<file path="src/rtl/branch_resolve_ctrl.sv">
// branch_resolve_ctrl: drives the external brcomp comparator and resolves RV32I conditional branches.
// Latency: accept edge N -> resolve/redirect pulse in the cycle after edge N+1; flush_o then held FLUSH_CYCLES.
// Backpressure: br_ready_o high only in IDLE; abort_i blocks accept and cancels a branch still in EVAL.
// Optional feature macro: BR_STATS_EN adds saturating resolved/mispredict counters (stat_br_o, stat_mis_o).
module branch_resolve_ctrl #(
   parameter int XLEN         = 32,
   parameter int FLUSH_CYCLES = 2,
   parameter int STAT_W       = 16
) (
   input  logic            clk,
   input  logic            rst_n,
   input  logic            br_valid_i,
   output logic            br_ready_o,
   input  logic [2:0]      br_funct3_i,
   input  logic            br_pred_i,
   input  logic [XLEN-1:0] br_pc_i,
   input  logic [XLEN-1:0] br_imm_i,
   input  logic [XLEN-1:0] rs1_data_i,
   input  logic [XLEN-1:0] rs2_data_i,
   input  logic            abort_i,
   output logic [XLEN-1:0] cmp_rs1_o,
   output logic [XLEN-1:0] cmp_rs2_o,
   output logic            cmp_iu_o,
   input  logic            cmp_less_i,
   input  logic            cmp_equal_i,
   output logic            resolve_vld_o,
   output logic            resolve_tkn_o,
   output logic            illegal_o,
   output logic            redirect_o,
   output logic [XLEN-1:0] redirect_pc_o,
   output logic            flush_o
`ifdef BR_STATS_EN
   ,
   output logic [STAT_W-1:0] stat_br_o,
   output logic [STAT_W-1:0] stat_mis_o
`endif
);

   typedef enum logic [1:0] {
      S_IDLE  = 2'd0,
      S_EVAL  = 2'd1,
      S_FLUSH = 2'd2
   } state_t;

   // The flush counter is loaded with FLUSH_CYCLES-1 on the redirect edge and counts to zero.
   localparam int              CNT_W      = (FLUSH_CYCLES > 1) ? $clog2(FLUSH_CYCLES) : 1;
   localparam logic [CNT_W-1:0] FLUSH_LOAD = CNT_W'(FLUSH_CYCLES - 1);
   localparam logic [XLEN-1:0]  PC_STEP    = XLEN'(4);

   // Refuse to elaborate with a flush window of zero or an empty counter width.
   if (FLUSH_CYCLES < 1 || STAT_W < 1) begin : g_param_check
      $error("branch_resolve_ctrl: FLUSH_CYCLES and STAT_W must both be >= 1");
   end

   // FSM state and the branch captured at accept
   state_t           r_state;
   logic [CNT_W-1:0] r_flush_cnt;
   logic [2:0]       r_funct3;
   logic             r_pred;
   logic [XLEN-1:0]  r_pc;
   logic [XLEN-1:0]  r_imm;

   // Registered outputs
   logic             r_ready;
   logic [XLEN-1:0]  r_cmp_rs1;
   logic [XLEN-1:0]  r_cmp_rs2;
   logic             r_cmp_iu;
   logic             r_resolve_vld;
   logic             r_resolve_tkn;
   logic             r_illegal;
   logic             r_redirect;
   logic [XLEN-1:0]  r_redirect_pc;
   logic             r_flush;

   // Combinational decode of the comparator result in EVAL
   logic             w_accept;
   logic             w_eval_resolve;
   logic             w_taken;
   logic             w_illegal;
   logic             w_mis;
   logic [XLEN-1:0]  w_target_pc;
   logic [XLEN-1:0]  w_seq_pc;
   logic [XLEN-1:0]  w_redirect_pc;

   // A branch is taken only when the controller is idle and nothing higher-priority is killing the pipe.
   assign w_accept       = br_valid_i & r_ready & ~abort_i;
   // An abort arriving during EVAL drops the branch without any resolve side effects.
   assign w_eval_resolve = (r_state == S_EVAL) & ~abort_i;

   // Map funct3 plus brcomp flags to a direction; reserved encodings resolve not-taken.
   always_comb begin
      w_taken   = 1'b0;
      w_illegal = 1'b0;
      case (r_funct3)
         3'b000:  w_taken = cmp_equal_i;    // BEQ
         3'b001:  w_taken = ~cmp_equal_i;   // BNE
         3'b100:  w_taken = cmp_less_i;     // BLT  (signed compare selected at accept)
         3'b101:  w_taken = ~cmp_less_i;    // BGE
         3'b110:  w_taken = cmp_less_i;     // BLTU (unsigned compare selected at accept)
         3'b111:  w_taken = ~cmp_less_i;    // BGEU
         default: w_illegal = 1'b1;         // 010/011 are not B-type branches
      endcase
   end

   // Both candidate PCs wrap modulo 2^XLEN; the mispredict picks the side fetch did not follow.
   assign w_target_pc   = r_pc + r_imm;
   assign w_seq_pc      = r_pc + PC_STEP;
   assign w_redirect_pc = w_taken ? w_target_pc : w_seq_pc;
   assign w_mis         = w_taken ^ r_pred;

   // Main sequencer: IDLE -> EVAL -> (IDLE | FLUSH -> IDLE) with all outputs registered here.
   always_ff @(posedge clk or negedge rst_n) begin
      if (!rst_n) begin
         r_state       <= S_IDLE;
         r_flush_cnt   <= '0;
         r_funct3      <= '0;
         r_pred        <= 1'b0;
         r_pc          <= '0;
         r_imm         <= '0;
         r_ready       <= 1'b1;
         r_cmp_rs1     <= '0;
         r_cmp_rs2     <= '0;
         r_cmp_iu      <= 1'b0;
         r_resolve_vld <= 1'b0;
         r_resolve_tkn <= 1'b0;
         r_illegal     <= 1'b0;
         r_redirect    <= 1'b0;
         r_redirect_pc <= '0;
         r_flush       <= 1'b0;
      end else begin
         // Pulse outputs default low; only the EVAL exit edge raises them.
         r_resolve_vld <= 1'b0;
         r_resolve_tkn <= 1'b0;
         r_illegal     <= 1'b0;
         r_redirect    <= 1'b0;

         case (r_state)
            S_IDLE: begin
               if (w_accept) begin
                  r_state   <= S_EVAL;
                  r_ready   <= 1'b0;
                  r_funct3  <= br_funct3_i;
                  r_pred    <= br_pred_i;
                  r_pc      <= br_pc_i;
                  r_imm     <= br_imm_i;
                  r_cmp_rs1 <= rs1_data_i;
                  r_cmp_rs2 <= rs2_data_i;
                  r_cmp_iu  <= (br_funct3_i[2:1] == 2'b11);
               end
            end

            S_EVAL: begin
               if (!w_eval_resolve) begin
                  r_state <= S_IDLE;
                  r_ready <= 1'b1;
               end else begin
                  r_resolve_vld <= 1'b1;
                  r_resolve_tkn <= w_taken;
                  r_illegal     <= w_illegal;
                  if (w_mis) begin
                     r_redirect    <= 1'b1;
                     r_redirect_pc <= w_redirect_pc;
                     r_flush       <= 1'b1;
                     r_flush_cnt   <= FLUSH_LOAD;
                     r_state       <= S_FLUSH;
                  end else begin
                     r_state <= S_IDLE;
                     r_ready <= 1'b1;
                  end
               end
            end

            // abort_i is deliberately not looked at here: a started flush always completes.
            S_FLUSH: begin
               if (r_flush_cnt == '0) begin
                  r_flush <= 1'b0;
                  r_state <= S_IDLE;
                  r_ready <= 1'b1;
               end else begin
                  r_flush_cnt <= r_flush_cnt - CNT_W'(1);
               end
            end

            default: begin
               r_state <= S_IDLE;
               r_ready <= 1'b1;
               r_flush <= 1'b0;
            end
         endcase
      end
   end

   assign br_ready_o    = r_ready;
   assign cmp_rs1_o     = r_cmp_rs1;
   assign cmp_rs2_o     = r_cmp_rs2;
   assign cmp_iu_o      = r_cmp_iu;
   assign resolve_vld_o = r_resolve_vld;
   assign resolve_tkn_o = r_resolve_tkn;
   assign illegal_o     = r_illegal;
   assign redirect_o    = r_redirect;
   assign redirect_pc_o = r_redirect_pc;
   assign flush_o       = r_flush;

`ifdef BR_STATS_EN
   logic [STAT_W-1:0] r_stat_br;
   logic [STAT_W-1:0] r_stat_mis;

   // Saturating counters bumped on the same edge that raises resolve_vld_o; aborted branches never count.
   always_ff @(posedge clk or negedge rst_n) begin
      if (!rst_n) begin
         r_stat_br  <= '0;
         r_stat_mis <= '0;
      end else if (w_eval_resolve) begin
         if (r_stat_br != '1) begin
            r_stat_br <= r_stat_br + STAT_W'(1);
         end
         if (w_mis && (r_stat_mis != '1)) begin
            r_stat_mis <= r_stat_mis + STAT_W'(1);
         end
      end
   end

   assign stat_br_o  = r_stat_br;
   assign stat_mis_o = r_stat_mis;
`endif

endmodule

</file>
<file path="config.mk">
export PLATFORM = sky130hd
export DESIGN_NAME = branch_resolve_ctrl
export DESIGN_NICKNAME = d
export VERILOG_FILES = /design/src/rtl/branch_resolve_ctrl.sv
export SDC_FILE = /design/constraint.sdc
export NUM_CORES = 1
export LEC_CHECK = 0
export CAP_MARGIN = 10
export CORE_MARGIN = 2
export CORE_UTILIZATION = 30
export CTS_CLUSTER_DIAMETER = 40
export DETAILED_ROUTE_END_ITERATION = 10
export PLACE_DENSITY = 0.6
export RECOVER_POWER = 100
export SYNTH_ARGS = -nofsm -noshare
export SYNTH_HDL_FRONTEND = slang
export SYNTH_SLANG_ARGS = --single-unit
</file>
<file path="constraint.sdc">
create_clock -name clk -period 5.6 [get_ports clk]
set_input_delay 1.12 -clock clk [delete_from_list [all_inputs] [get_ports clk]]
set_output_delay 1.12 -clock clk [all_outputs]
set_load 0.03 [all_outputs]
</file>
==> metrics.txt, run 1 <==
status=finished, violations left; failing checks=capacitance limit, slew limit; IR drop worst, VDD=around 0.26 mV; main flop type after synthesis=dfrtp_1; Clock Path Buffers=2; GRT Overall Usage=0.178; CTS H-tree depth=4; sequential element share of the synthesized area=0.480; top-area cell type share of the netlist area=0.478; grt total ovfl=0; largest net degree at the start of global routing=89; root buf cell=clkbuf_16; nets@finish=roughly 1500; Post-Route Setup TNS=0 ns; worst setup slack after layout=1.38 ns; DR DRC count=0; Hold Path Class=register to register; post-synthesis cell type count=73; crit end category=register; initial antenna violation count=3; Post-Synth Adder-Cell Area=0.0464; drt pass-1 iters=5; clock slew at reported path FFs=~0.07 ns; Resized cells post-CTS=0; clk sinks=174; Placer Congestion=between 0.8 and 0.9; area leader, netlist=dfrtp_1; CP Max Fanout=29; Final Cycle Share=0.754; Via density=about 4.7; ANT nets after route=0; synth top area cells=dfrtp_1 48%, nand2_1 19%, ha_1 4.4%, a21oi_1 2.8%, xor2_1 2.6%; worst slew pin tran=3.08 ns; Synth-to-Final Area Change=37.0%; Peak Freq=0.237 GHz; layout cell share with drive strength beyond 1=0.0511; Setup Crit Path Kind=primary input to register; post-synthesis mux area share=0.00345; worst-path cell chain=clkdlybuf4s50_1, xnor2_1, o31a_1, clkbuf_1, xnor2_1, nand2_1, inv_1, clkbuf_1, o21ai_0, a21oi_1, nor2_1; Hold Vio Cnt, Final=0; # hold bufs at CTS=0; Post-synth EDFFs=0; drt total wl=approximately 27000 um; Initial Util=0.305; vias in the first global route=8151; Mapped Area=~9100 sq um; utilization after layout=0.418; Vias=between 8000 and 9000; Post-Synth Simple-Gate Area=0.273; pre-CTS setup slack=1.66 ns; crit path time final=~4.2 ns; CP required=between 5 and 6 ns; Syn. warnings=0; Synth Register Bits=approximately 170; die area=about 32000 sq um; clock skew=~0.022 ns; async set-reset flop share out of synthesis=1.00; Design Area, Final=12400 sq um; drt wl/cell=about 16 um; CTS tree=yes; critical path's slowest cell=clkbuf_1; syn nets=1252; Worst Setup Start Kind=primary input; compound-gate portion of the synthesized area=0.119; Horiz. Die Dim=178 um; Synth Area in XOR/XNOR=0.0483; Iteration-0 DRC Markers=between 300 and 400; combinational family with the most area after synthesis=simple AND/OR/NAND/NOR gates; Syn Area/Cell=between 8 and 9 sq um; leakage dissipation=6.03 nW; RSZ-0062 raised after global routing=false; pwr/cell area=602 nW/um^2; Final Max Slew Viols=58; Worst-Skew Late Latency=approximately 0.44 ns; Ports=around 240; Placed Area=about 12000 sq um; max_slew headroom=-1.05; TritonCTS Buffers=17; Worst EP arrival=roughly 4.6 ns; Crit path largest cell delay=approximately 1 ns; IO buf count=between 200 and 250; Syn Inst Count=roughly 1100; global-route wire length before repair=between 40000 and 50000 um; max-cap viol count=1; Detail Placement HPWL=20200 um; # Post-CTS Setup Buffers=0; # setup viols final=0; row cnt=63; core footprint=about 30000 sq um; Die Y-Extent=around 180 um
-- flip-flops by register name, indices dropped and copies added, names as in the netlist, 2 cells and up --
register and flops:
r_pc 32, r_imm 32, cmp_rs1_o 32, redirect_pc_o 32
r_funct3 3, r_state 2, cmp_rs2_o 32
-- synth_stat cells, drive strengths merged (7+ instances only) --
cell and count:
o21ai 44, xor2 27, and3 9, dfrtp 173, a21oi 52, buf 10, xnor2 23, nor3 7
nand3 22, nand4 15, inv 15, a21o 20, ha 32, clkbuf 41, a31oi 9, nand2 460
nor2 52
-- layout by cell type, fill, tap and decap left out, types with 23 or more instances in the layout --
cell,n
dfrtp_1,173
clkdlybuf4s50_1,135
dlygate4sd3_1,104
nor2_1,51
ha_1,32
xor2_1,27
a21oi_1,51
xnor2_1,23
nand2_1,458
o21ai_0,40
-- final cells by class --
class,instances,area (sq um)
inverter,15,58.8
multi-input combinational,841,4470
antenna,1,2.50
timing repair buffer,250,2460
clock inverter,14,145
fill,2997,17300
clock buffer,18,439
tap,390,488
sequential,174,4360
-- cell families after synthesis --
family	Yosys count
fa+ha+maj	33
flops	174
mux	3
simple gates	593
buf+inv	66
compound gates	162
xor+xnor	50
-- per-layer routing --
| layer | wire (um) | share of wire | GRT usage |
|---|---|---|---|
| met4 | 363 | 0.013 | 0.0420 |
| met5 | 26 | 0.00095 | 0 |
| met3 | 2190 | 0.080 | 0.0602 |
| met2 | 12600 | 0.46 | 0.286 |
| met1 | 12200 | 0.45 | 0.232 |
-- through the flow --
step	hold slack [ns]	cells	power, W
final	0.471	1703	0.00747
after global routing	0.492	1702	0.00806
after CTS	0.479	1702	0.00768
after detailed placement	0.461	1670	0.00643
after global placement	0.457	1670	0.00639
after floorplan	0.450	1081	0.00496
-- worst paths after layout --
| kind | start | to | slack [ns] | cells past startpoint |
|---|---|---|---|---|
| setup reg to reg | r_funct3[0] | redirect_pc_o[16] | 2.05 | 10 |
| hold / removal | cmp_rs2_o[6] | cmp_rs2_o[6] | 0.47 | 2 |
| hold reg to reg | cmp_rs2_o[6] | cmp_rs2_o[6] | 0.47 | 2 |
| min in group asynchronous | rst_n | cmp_rs1_o[23] | 0.62 | 1 |
| max in group asynchronous | rst_n | cmp_rs2_o[28] | 1.66 | 2 |
| setup / recovery | cmp_equal_i | redirect_pc_o[16] | 1.38 | 11 |
-- critical path: cells and delay by family --
family | cells | cell delay, ns
simple gates | 2 | 0.16
compound gates | 3 | 0.45
buf+inv | 4 | 2.24
xor+xnor | 2 | 0.55
-- report_power, final --
part           switching, W  total [W]  internal (W)  leakage [nW]
registers          0.000494    0.00231       0.00182          2.18
clock network      0.000586    0.00119      0.000606         0.281
logic               0.00244    0.00397       0.00153          3.57
total               0.00352    0.00747       0.00396          6.03
Power figures use the tool's default switching activity.
==> inputs of run 2 (changes only) <==
==> constraint.sdc (replaced) <==
create_clock -name clk -period 4.39 [get_ports clk]
set_input_delay 0.878 -clock clk [delete_from_list [all_inputs] [get_ports clk]]
set_output_delay 0.878 -clock clk [all_outputs]
set_load 0.03 [all_outputs]
==> metrics.txt, run 2 (synthesized netlist as in run 1, its figures left out) <==
Final Max Slew Viols=219 (+280%); Crit path largest cell delay=0.43 ns (-0.56 ns); Initial Util=0.305 (unchanged); Ports=241 (unchanged); DR DRC count=0 (unchanged); crit end category=register; critical path's slowest cell=fa_1; Design Area, Final=12400 sq um (+0.11%); Switching Share=0.456 (-0.0144); # Post-CTS Setup Buffers=0 (unchanged); global-route wire length before repair=43900 um (-0.22%); Placed Area=11900 sq um (+0.15%); root buf cell=clkbuf_16; max_slew headroom=-0.480 (+0.574); layer with the highest usage=met2; IO buf count=240 (unchanged); M2 GR Usage=0.290 (+0.00436); Iteration-0 DRC Markers=404 (+11%); crit path time final=3.35 ns; Clock Path Buffers=2 (unchanged); CTS H-tree depth=4 (unchanged); row cnt=63 (unchanged); clock power share=0.174 (+0.014); global routing usage on met1=0.221 (-0.0107); Worst Setup Start Kind=register; RSZ-0062 raised after global routing=false; # setup viols final=0 (unchanged); Sequential Power Share=0.308 (about the same); Synth-to-Final Area Change=37.1%; CP Max Fanout=4 (-86%); drt pass-1 iters=6 (+1); Horiz. Die Dim=178 um (unchanged); commonest non-fill, non-tap cell in the layout=nand2_1; nets@finish=1469 (-0.068%); CP required=4.68 ns (-1.25 ns); clk sinks=174 (unchanged); Setup Crit Path Kind=register to register; met3 usage=0.0668 (+0.00664); TritonCTS Buffers=17 (unchanged); Detail Placement HPWL=20000 um (-0.87%); Hold Path Class=register to register; Post-Route Setup TNS=0 ns (unchanged); Vias=8098 (+0.50%); Final Cycle Share=0.764; Worst-Skew Late Latency=0.45 ns (about the same); WHS=0.468 ns (-0.00258 ns); switching pwr=0.00440 W (+25%); Die Y-Extent=178 um (unchanged); pwr/cell area=775 nW/um^2 (+29%); status=finished, violations left; Resized cells post-CTS=0 (unchanged); clock slew at reported path FFs=0.08 ns (about the same); Pint=0.00524 W (+32%); drt wl/cell=16.2 um (+1.1%); utilization after layout=0.418 (+0.000463); vias in the first global route=8094 (-0.70%); Peak Freq=0.298 GHz; max-cap viol count=3 (+2); Crit path max-delay family=compound AO/OA/AOI/OAI gates; Hold Vio Cnt, Final=0 (unchanged); CTS tree=yes; ANT nets after route=0 (unchanged); drt total wl=27600 um (+1.0%); leakage dissipation=6.05 nW (+0.33%); most used cell, CP=a31oi_1; pre-CTS setup slack=1.26 ns (-0.401 ns); IR drop worst, VDD=0.364 mV (+40%); Gate power share=0.518 (-0.013); clock skew=0.0175 ns (-0.00493 ns); initial antenna violation count=5 (+2); Via density=4.76 (+0.56%); worst slew pin tran=2.22 ns (-0.861 ns); Worst EP arrival=3.64 ns (-0.91 ns); most frequent cells in the layout=458 x nand2_1, 173 x dfrtp_1, 134 x clkdlybuf4s50_1; Buffers & Inverters on Critical Path=0 (-4); GRT Overall Usage=0.179 (+0.000262); core footprint=29700 sq um (unchanged); worst setup slack after layout=1.04 ns (-0.341 ns); Placer Congestion=0.817 (-2.7%); die area=31600 sq um (unchanged); # hold bufs at CTS=0 (unchanged); worst-path cell chain=ha_1, fa_1, a211oi_1, o21ai_0, a22oi_1, o211ai_2, a31oi_1, a21oi_1, nand4_1, mux2i_1, a31oi_1; failing checks=capacitance limit, slew limit; grt total ovfl=0 (unchanged); layout cell share with drive strength beyond 1=0.0458 (-0.00530); largest net degree at the start of global routing=100 (+12%)
==> run 2: cell count changes in the layout (fill, tap and decap cells not counted), sizes merged <==
cell | before | now
inv | 22 | 20
buf | 5 | 4
bufinv | 0 | 4
dlygate4sd3 | 104 | 105
clkinv | 5 | 3
clkdlybuf4s50 | 135 | 134
==> run 2: worst min-delay path, delay by kind of cell, from the launching register on <==
family	cells	cell delay, ns
DFF	1	0.34
and+or+nand+nor	2	0.10
==> run 2: path summary, 6_finish.rpt <==
check                             start                 to  slack, ns  cells after the start
min in group asynchronous         rst_n      cmp_rs1_o[20]       1.09                      1
max                             r_pc[0]  redirect_pc_o[30]       1.04                     11
min reg2reg                cmp_rs1_o[9]       cmp_rs1_o[9]       0.47                      2
max reg2reg                     r_pc[0]  redirect_pc_o[30]       1.04                     11
max in group asynchronous         rst_n           r_pc[16]       1.53                      2
min                        cmp_rs1_o[9]       cmp_rs1_o[9]       0.47                      2
==> run 2: cell type report <==
cell class	instances	area, sq um
diodes	1	2.50
clock buffers	18	439
clock inverters	14	203
fillers	2998	17300
inverters	15	57.6
multi-input cells	841	4410
flip-flops and latches	174	4360
well taps	390	488
repair buffers	249	2470
==> run 2: power by group through the flow <==
stage          clock network, W  registers (W)  logic, W
2_1_floorplan                 0        0.00363   0.00269
3_3_place_gp                  0        0.00298   0.00519
3_5_place_dp                  0        0.00299   0.00523
4_1_cts                 0.00174        0.00299   0.00525
5_1_grt                 0.00180        0.00306   0.00552
6_report                0.00168        0.00296   0.00499
==> run 2: per-layer routing <==
metal / wire length (um) / part of all wire / up-vias
met2: 12800 / 0.46 / 273
met3: 2360 / 0.085 / 28
li1: - / - / 4008
met4: 415 / 0.015 / 8
met1: 12000 / 0.44 / 3781
met5: 51 / 0.0018 / -
==> run 2: through the flow <==
| step | cells | power (W) |
|---|---|---|
| 2_1_floorplan | 1081 | 0.00632 |
| 3_3_place_gp | 1669 | 0.00817 |
| 3_5_place_dp | 1669 | 0.00822 |
| 4_1_cts | 1701 | 0.00998 |
| 5_1_grt | 1701 | 0.0104 |
| 6_report | 1702 | 0.00964 |
==> inputs of run 3 (changes only) <==
==> constraint.sdc (replaced) <==
create_clock -name clk -period 3.4 [get_ports clk]
set_input_delay 0.68 -clock clk [delete_from_list [all_inputs] [get_ports clk]]
set_output_delay 0.68 -clock clk [all_outputs]
set_load 0.03 [all_outputs]
==> metrics.txt, run 3 (synthesized netlist as in run 1, its figures left out) <==
core footprint=29700 sq um (unchanged); pre-CTS setup slack=0.466 ns (-0.798 ns); Via density=4.76 (about the same); worst reg2reg path depth=11 (unchanged); global-route wire length before repair=44100 um (+0.61%); commonest non-fill, non-tap cell in the layout=nand2_1; reg2reg setup slack=0.37 ns (-0.67 ns); Worst Hold Path EP=cmp_rs1_o[30]; IR drop worst, VDD=0.382 mV (+5.1%); Synth-to-Final Area Change=37.1% (about the same); CTS H-tree depth=4 (unchanged); # setup viols final=0 (unchanged); Post-Route Setup TNS=0 ns (unchanged); worst setup slack after layout=0.331 ns (-0.705 ns); most frequent cells in the layout=458 x nand2_1, 173 x dfrtp_1, 134 x clkdlybuf4s50_1; Hold Vio Cnt, Final=0 (unchanged); Design Area, Final=12400 sq um (about the same); crit path time final=approximately 3.1 ns; crit end category=register; Placed Area=11900 sq um (+0.63%); Clock Path Buffers=2 (unchanged); Resized cells post-CTS=0 (unchanged); worst r2r src=r_pc[0]; Initial Util=0.305 (unchanged); vias in the first global route=8144 (+0.62%); Vias=8114 (+0.20%); # diodes=0 (-1); # fillers=2986 (-0.40%); status=finished, violations left; CP Max Fanout=28 (+24); clock slew at reported path FFs=0.07 ns (about the same); Setup Crit Path Kind=primary input to register; GRT Overall Usage=0.180 (+0.00114); reg2reg end=redirect_pc_o[24]; clk sinks=174 (unchanged); max-cap viol count=2 (-1); layout cell share with drive strength beyond 1=0.0517 (+0.00591); die area=31600 sq um (unchanged); Worst-Skew Late Latency=0.44 ns (about the same); grt total ovfl=0 (unchanged); Final Max Slew Viols=225 (+2.7%); failing checks=capacitance limit, slew limit; CP required=3.76 ns (-0.92 ns); initial antenna violation count=3 (-2); hold path startpoint=cmp_rs1_o[30]; sequential cell area=4360 sq um (unchanged); ANT nets after route=0 (unchanged); Placer Congestion=0.860 (+5.3%); Horiz. Die Dim=178 um (unchanged); Peak Freq=0.326 GHz; Worst Hold Path Cells=2 (unchanged); Worst EP arrival=3.43 ns (-0.21 ns); root buf cell=clkbuf_16; IO buf count=240 (unchanged); pwr/cell area=994 nW/um^2 (+28%); Multi-input gate area=4450 sq um (+0.85%); Worst Setup Start Kind=primary input; Iteration-0 DRC Markers=425 (+5.2%); drt wl/cell=16.2 um (-0.18%); drt total wl=27700 um (about the same); CTS tree=yes; Die Y-Extent=178 um (unchanged); leakage dissipation=6.05 nW (-0.12%); # Post-CTS Setup Buffers=0 (unchanged); Final Cycle Share=0.903; RSZ-0062 raised after global routing=false; Ports=241 (unchanged); nets@finish=1474 (+0.34%); drt pass-1 iters=5 (-1); Hold Path Class=register to register; TritonCTS Buffers=17 (unchanged); max_slew headroom=-0.612 (-0.132); row cnt=63 (unchanged); DR DRC count=0 (unchanged); WHS=0.467 ns (-0.00129 ns); clock skew=0.0131 ns (-0.00434 ns); # hold bufs at CTS=0 (unchanged); largest net degree at the start of global routing=134 (+34%); worst slew pin tran=2.42 ns (+0.198 ns); Detail Placement HPWL=20000 um (+0.15%)
-- run 3: how the worst max path moves through the flow --
stage	cells after the start	endpoint	from	slack [ns]
2_1_floorplan	11	redirect_pc_o[24]	r_pc[0]	0.79
3_3_place_gp	11	redirect_pc_o[24]	r_pc[0]	0.55
3_5_place_dp	11	redirect_pc_o[24]	r_pc[0]	0.47
4_1_cts	11	redirect_pc_o[24]	r_pc[0]	0.42
5_1_grt	2	r_imm[12]	rst_n	0.10
6_report	8	redirect_pc_o[28]	cmp_equal_i	0.33
-- run 3: worst max-delay path, cell delays in order --
cell and delay [ns]:
dlygate4sd3_1 0.55, xnor2_1 0.29, o31a_1 0.24, clkbuf_1 1.05, nor2_1 0.12, a311oi_1 0.29
a21oi_1 0.07, a21oi_1 0.14
-- run 3: stage by stage --
stage | instances | utilization | total power [W]
floorplan | 1081 | - | 0.00816
global placement | 1674 | 0.402 | 0.0106
detailed placement | 1674 | 0.402 | 0.0106
CTS | 1706 | 0.422 | 0.0127
global route | 1706 | 0.418 | 0.0133
finish | 1706 | 0.418 | 0.0124
-- run 3: final cells by class --
type,count,share of cell area
clock inverters,13,0.0125
well taps,390,0.0393
clock buffers,19,0.0348
flip-flops and latches,174,0.351
inverters,15,0.00463
multi-input cells,841,0.358
repair buffers,254,0.200
-- run 3: power breakdown --
part | internal, W | total [W] | switching, W
Clock | 0.00110 | 0.00202 | 0.000913
Combinational | 0.00253 | 0.00652 | 0.00399
Sequential | 0.00299 | 0.00381 | 0.000820
Total | 0.00663 | 0.0124 | 0.00572
-- run 3: metal layers --
layer,global-route usage,vias up,routed length [um]
li1,-,4005,-
met1,0.230,3815,12300
met2,0.295,260,12800
met3,0.0581,28,2210
met4,0.0423,6,297
met5,0,-,39
==> RTL change 1 (config.mk and constraints of run 3) <==
Put one more register stage on the output `redirect_pc_o`. The value now appears one clock later. The other outputs are not delayed to match.
--- a/src/rtl/branch_resolve_ctrl.sv
+++ b/src/rtl/branch_resolve_ctrl.sv
@@ -200,3 +200,5 @@
    assign redirect_o    = r_redirect;
-   assign redirect_pc_o = r_redirect_pc;
+   always_ff @(posedge clk) begin
+      redirect_pc_o <= r_redirect_pc;
+   end
    assign flush_o       = r_flush;
Formal check against the unedited RTL: not equivalent (Yosys sat finds a counterexample within 4 cycles, from zero or initial values and one cycle with rst_n low).
==> RTL change 1 against run 3 <==
The run still ends with max-capacitance violations, max-slew violations left; worst hold slack worse by 0.10 ns; wire length up 7.0%; clock skew up 0.0030 ns; area after synthesis up 7.3%; cell area increased by 12%; setup slack is essentially flat; total power up 21%; sequential cell count is 32 higher.
==> RTL change 1: results (changes against run 3) <==
Leading post-synthesis cells by cell area: dfrtp_1 44%, nand2_1 18%, dfxtp_1 6.6%, ha_1 4.1%, a21oi_1 2.6%
Lkg Pwr: 6.56 nW (+8.5%)
Startpoint types: flop
Synth cell count leaders: 464 x nand2_1, 173 x dfrtp_1, 51 x a21oi_1, 46 x nor2_1, 41 x clkbuf_1
Status: complete, but fails checks
CP max FO: 4 (-86%)
Fraction of registers with async set or reset after synthesis: 0.845 (-0.155)
Share of layout cells above drive strength 1: 0.0726 (+0.0209)
Max clock buf depth: 3 (+1)
Sequential cell area fraction in the yosys report: 0.513 (+0.0330)
Routed wire length per instance: 16.5 um (+1.7%)
Tightest Pin Transition: 2.64 ns (+0.220 ns)
Cts bufs inserted: 39 (+22)
Max-cap violations: 2 (unchanged)
Final GP Congestion: 0.866 (+0.69%)
Hold Path Origin: r_redirect_pc[4]
Initial antenna violation count: 2 (-1)
Non-filler cells, final: 1,794 (+5.2%)
Worst-path clk slew: 0.05 ns (-0.02 ns)
Violated checks: max-capacitance violations, max-slew violations
Worst path arrival time: 3.46 ns (+0.03 ns)
Unique masters post-synth: 68 (-6.8%)
Mapped Cells: 1,115 (+3.1%)
Cell family with most CP delay: compound AO/OA/AOI/OAI gates
Smallest hold slack: 0.365 ns (-0.102 ns)
Mapped Nets: 1,286 (+2.7%)
Slew Limit Fails: 137 (-39%)
Nets@finish: 1,533 (+4.0%)
Max VDD drop: 0.609 mV (+59%)
Clk_skew: 0.0161 ns (+0.00301 ns)
Placed inst area: 12,600 um2 (+5.8%)
GRT Total Usage: 0.175 (-0.00472)
H-tree depth: 2 (-2)
Clock Latency Late Sink: 0.52 ns (+0.08 ns)
Starting DRT DRC Count: 386 (-9.2%)
Largest net degree at the start of global routing: 94 (-30%)
Vias in the first global route: 8,713 (+7.0%)
Crit-path max cell delay: 0.45 ns (-0.60 ns)
RTL change 1: changes by cell type after synthesis, sizes merged, moves of 5 or more:
cell	before	now
xnor2	23	28
o21a	0	6
a21o	20	12
nor3	7	12
nor2	52	47
dfxtp	0	32
nand3	22	15
RTL change 1: path summary, 6_finish.rpt:
path                                endpoint  slack [ns]  cells past startpoint
hold / removal              redirect_pc_o[4]        0.37                      0
max in group asynchronous         br_ready_o        0.83                      2
min in group asynchronous   r_redirect_pc[3]        1.00                      1
setup / recovery           r_redirect_pc[24]        0.33                     10
setup reg to reg           r_redirect_pc[24]        0.33                     10
hold reg to reg             redirect_pc_o[4]        0.37                      0
RTL change 1: cells by family (layout without fill, tap and decap cells):
| group | Yosys count | after routing | share of synthesized area |
|---|---|---|---|
| mux | 2 | 2 | 0.00206 |
| flops | 206 | 206 | 0.513 |
| fa+ha+maj | 33 | 33 | 0.0432 |
| compound gates | 181 | 181 | 0.127 |
| simple gates | 577 | 577 | 0.240 |
| xor+xnor | 55 | 55 | 0.0495 |
| buf+inv | 61 | 338 | 0.0247 |
RTL change 1: worst register-to-register path: stages, from the launching register on:
cell	delay, ns
dfrtp_1	0.38
ha_1	0.27
fa_1	0.45
a211oi_2	0.24
o21ai_0	0.26
o21ai_2	0.25
o211ai_2	0.14
a31oi_2	0.25
o31ai_1	0.13
or4_1	0.40
and3_1	0.17
RTL change 1: routing by layer:
layer	track usage	vias to the layer above	wire length (um)
met1	0.218	3989	12900
met4	0.0496	4	581
li1	-	4226	-
met2	0.280	304	13200
met5	0	-	24
met3	0.0701	46	2960
RTL change 1: where the power goes:
part | switching [mW] | leakage, nW | internal (mW)
Sequential | 0.844 | 2.45 | 3.54
Combinational | 4.15 | 3.49 | 2.63
Clock | 1.37 | 0.621 | 2.42
Total | 6.36 | 6.56 | 8.59
RTL change 1: metrics by stage:
step / power, mW / setup slack, ns
floorplan: 8.87 / 0.723
global placement: 11.4 / 0.460
detailed placement: 11.4 / 0.409
CTS: 15.3 / 0.431
global route: 16.0 / 0.138
finish: 15.0 / 0.331
RTL change 1: final cells by class:
type	count	area [um2]
Inverter	11	43.8
Clock buffer	49	1060
Multi-Input combinational cell	848	4510
Sequential cell	206	5000
Clock inverter	22	234
Fill cell	3150	17800
Tap cell	402	503
Timing Repair Buffer	256	2540
==> RTL change 2 (settings of run 3) <==
Made on the original files. The parameter `FLUSH_CYCLES` goes from 2 to 1.
--- a/src/rtl/branch_resolve_ctrl.sv
+++ b/src/rtl/branch_resolve_ctrl.sv
@@ -6,3 +6,3 @@
    parameter int XLEN         = 32,
-   parameter int FLUSH_CYCLES = 2,
+   parameter int FLUSH_CYCLES = 1,
    parameter int STAT_W       = 16
Behaviour: not the same (a bounded check fails within 4 cycles, from zero or initial values and one cycle with rst_n low).
==> RTL change 2 against run 3 <==
The flow still finishes with violations (max-capacitance violations, max-slew violations); cell area decreased by 0.28%; sequential cell count fell by 1; clock skew up 0.0057 ns; clock power decreased by 2%; area after synthesis is 1.0% lower; wire length decreased by 9.8%; setup slack improved by 0.034 ns; total power is 10% higher; largest power group unchanged; highest routed layer unchanged.
==> RTL change 2: results (changes against run 3) <==
Fraction of registers with async set or reset after synthesis: 1.00 (unchanged)
Nets@finish: 1,198 (-19%)
Final GP Congestion: 0.863 (+0.30%)
Max-cap violations: 1 (-1)
Largest net degree at the start of global routing: 127 (-5.2%)
DR vias: 7,014 (-14%)
Post-synthesis adder-cell area fraction: 0.0469 (+0.000492)
Syn avg cell area: 11.3 um2 (+35%)
Vias in the first global route: 7,221 (-11%)
Leading post-synthesis cells by cell area: dfrtp_1 48%, mux2_2 16%, ha_1 4.5%, nand2_1 2.6%, xnor2_1 2.5%
Clk_skew: 0.0189 ns (+0.00573 ns)
Mapped Nets: 965 (-23%)
Max VDD drop: 0.402 mV (+5.2%)
Max-slew headroom: -0.0339 (+0.578)
Lkg Pwr: 5.26 nW (-13%)
Slew Limit Fails: 58 (-74%)
CP max FO: 6 (-79%)
Post-Place Cells: 1,398 (-16%)
Vias/cell: 4.90 (+3.0%)
Status: complete, but fails checks
Total Wirelength: 25,000 um (-9.8%)
Sequential cell area fraction in the yosys report: 0.483 (+0.00230)
Mux contribution to synthesized area: 0.170 (+0.167)
Share of layout cells above drive strength 1: 0.183 (+0.131)
Max clock buf depth: 2 (unchanged)
Initial antenna violation count: 3 (unchanged)
Post-synthesis compound-gate area fraction: 0.126 (+0.00629)
Violated checks: max-capacitance violations, max-slew violations
Highest Clock Rate: 329 MHz (+1.1%)
Synth cell count leaders: 172 x dfrtp_1, 131 x mux2_2, 61 x nand2_1, 45 x nor2_1, 37 x a21oi_1
First-pass GRT wire length: 40,000 um (-9.5%)
Critical path's slowest cell: nor4_1
Post-synthesis xor/xnor area fraction: 0.0498 (+0.00149)
GRT Total Usage: 0.165 (-0.0152)
==> RTL change 2: path summary, 6_finish.rpt <==
check / startpoint / to / slack, ns / depth (start not counted)
setup / recovery: r_pc[2] / redirect_pc_o[26] / 0.36 / 8
hold / removal: br_ready_o / br_ready_o / 0.49 / 2
setup reg to reg: r_pc[2] / redirect_pc_o[26] / 0.36 / 8
hold reg to reg: br_ready_o / br_ready_o / 0.49 / 2
max in group asynchronous: rst_n / br_ready_o / 1.70 / 2
min in group asynchronous: rst_n / r_pc[26] / 0.62 / 1
==> RTL change 2: layer usage <==
| layer | track usage | wire (um) | up-vias |
|---|---|---|---|
| met5 | 0 | 16 | - |
| met4 | 0.0537 | 478 | 2 |
| met3 | 0.0588 | 2010 | 27 |
| met2 | 0.253 | 11200 | 211 |
| met1 | 0.216 | 11200 | 3411 |
| li1 | - | - | 3363 |
==> RTL change 2: power by group through the flow <==
stage / Combinational [mW] / Sequential, mW / Clock (mW)
finish: 7.75 / 3.87 / 1.98
global route: 8.43 / 4.04 / 2.14
CTS: 8.03 / 3.92 / 2.06
detailed placement: 7.98 / 3.95 / 0
global placement: 7.96 / 3.92 / 0
floorplan: 4.39 / 4.86 / 0
==> RTL change 2: logic make-up after synthesis <==
family | Yosys count
adder cells (fa/ha/maj) | 33
flip-flops | 173
multiplexers | 136
buffers and inverters | 53
AO/OA/AOI/OAI | 162
AND/OR/NAND/NOR | 186
XOR/XNOR | 51
==> RTL change 2: through the flow <==
step,worst slack (ns),instance area (um2),utilization,hold slack [ns]
finish,0.365,12400,0.419,0.486
global route,0.207,12400,0.419,0.513
CTS,0.518,12400,0.420,0.235
detailed placement,0.535,11800,0.400,0.480
global placement,0.559,11800,0.400,0.467
floorplan,0.895,8970,-,0.384
==> RTL change 2: worst reg2reg max path, stage by stage, from the launching register on <==
cell     delay (ns)
dfrtp_1        0.45
ha_1           0.25
and4_1         0.30
nand3_1        0.30
nor4_1         0.95
nand3_1        0.20
xnor2_1        0.19
a22oi_1        0.17
o31ai_1        0.10
==> RTL change 2: final cells by class <==
class / instances / area [um2]
flip-flops and latches: 173 / 4330
well taps: 390 / 488
repair buffers: 251 / 2510
inverters: 16 / 60.1
clock inverters: 15 / 171
clock buffers: 17 / 425
diodes: 2 / 5.00
multi-input cells: 568 / 4400
fillers: 2842 / 17200
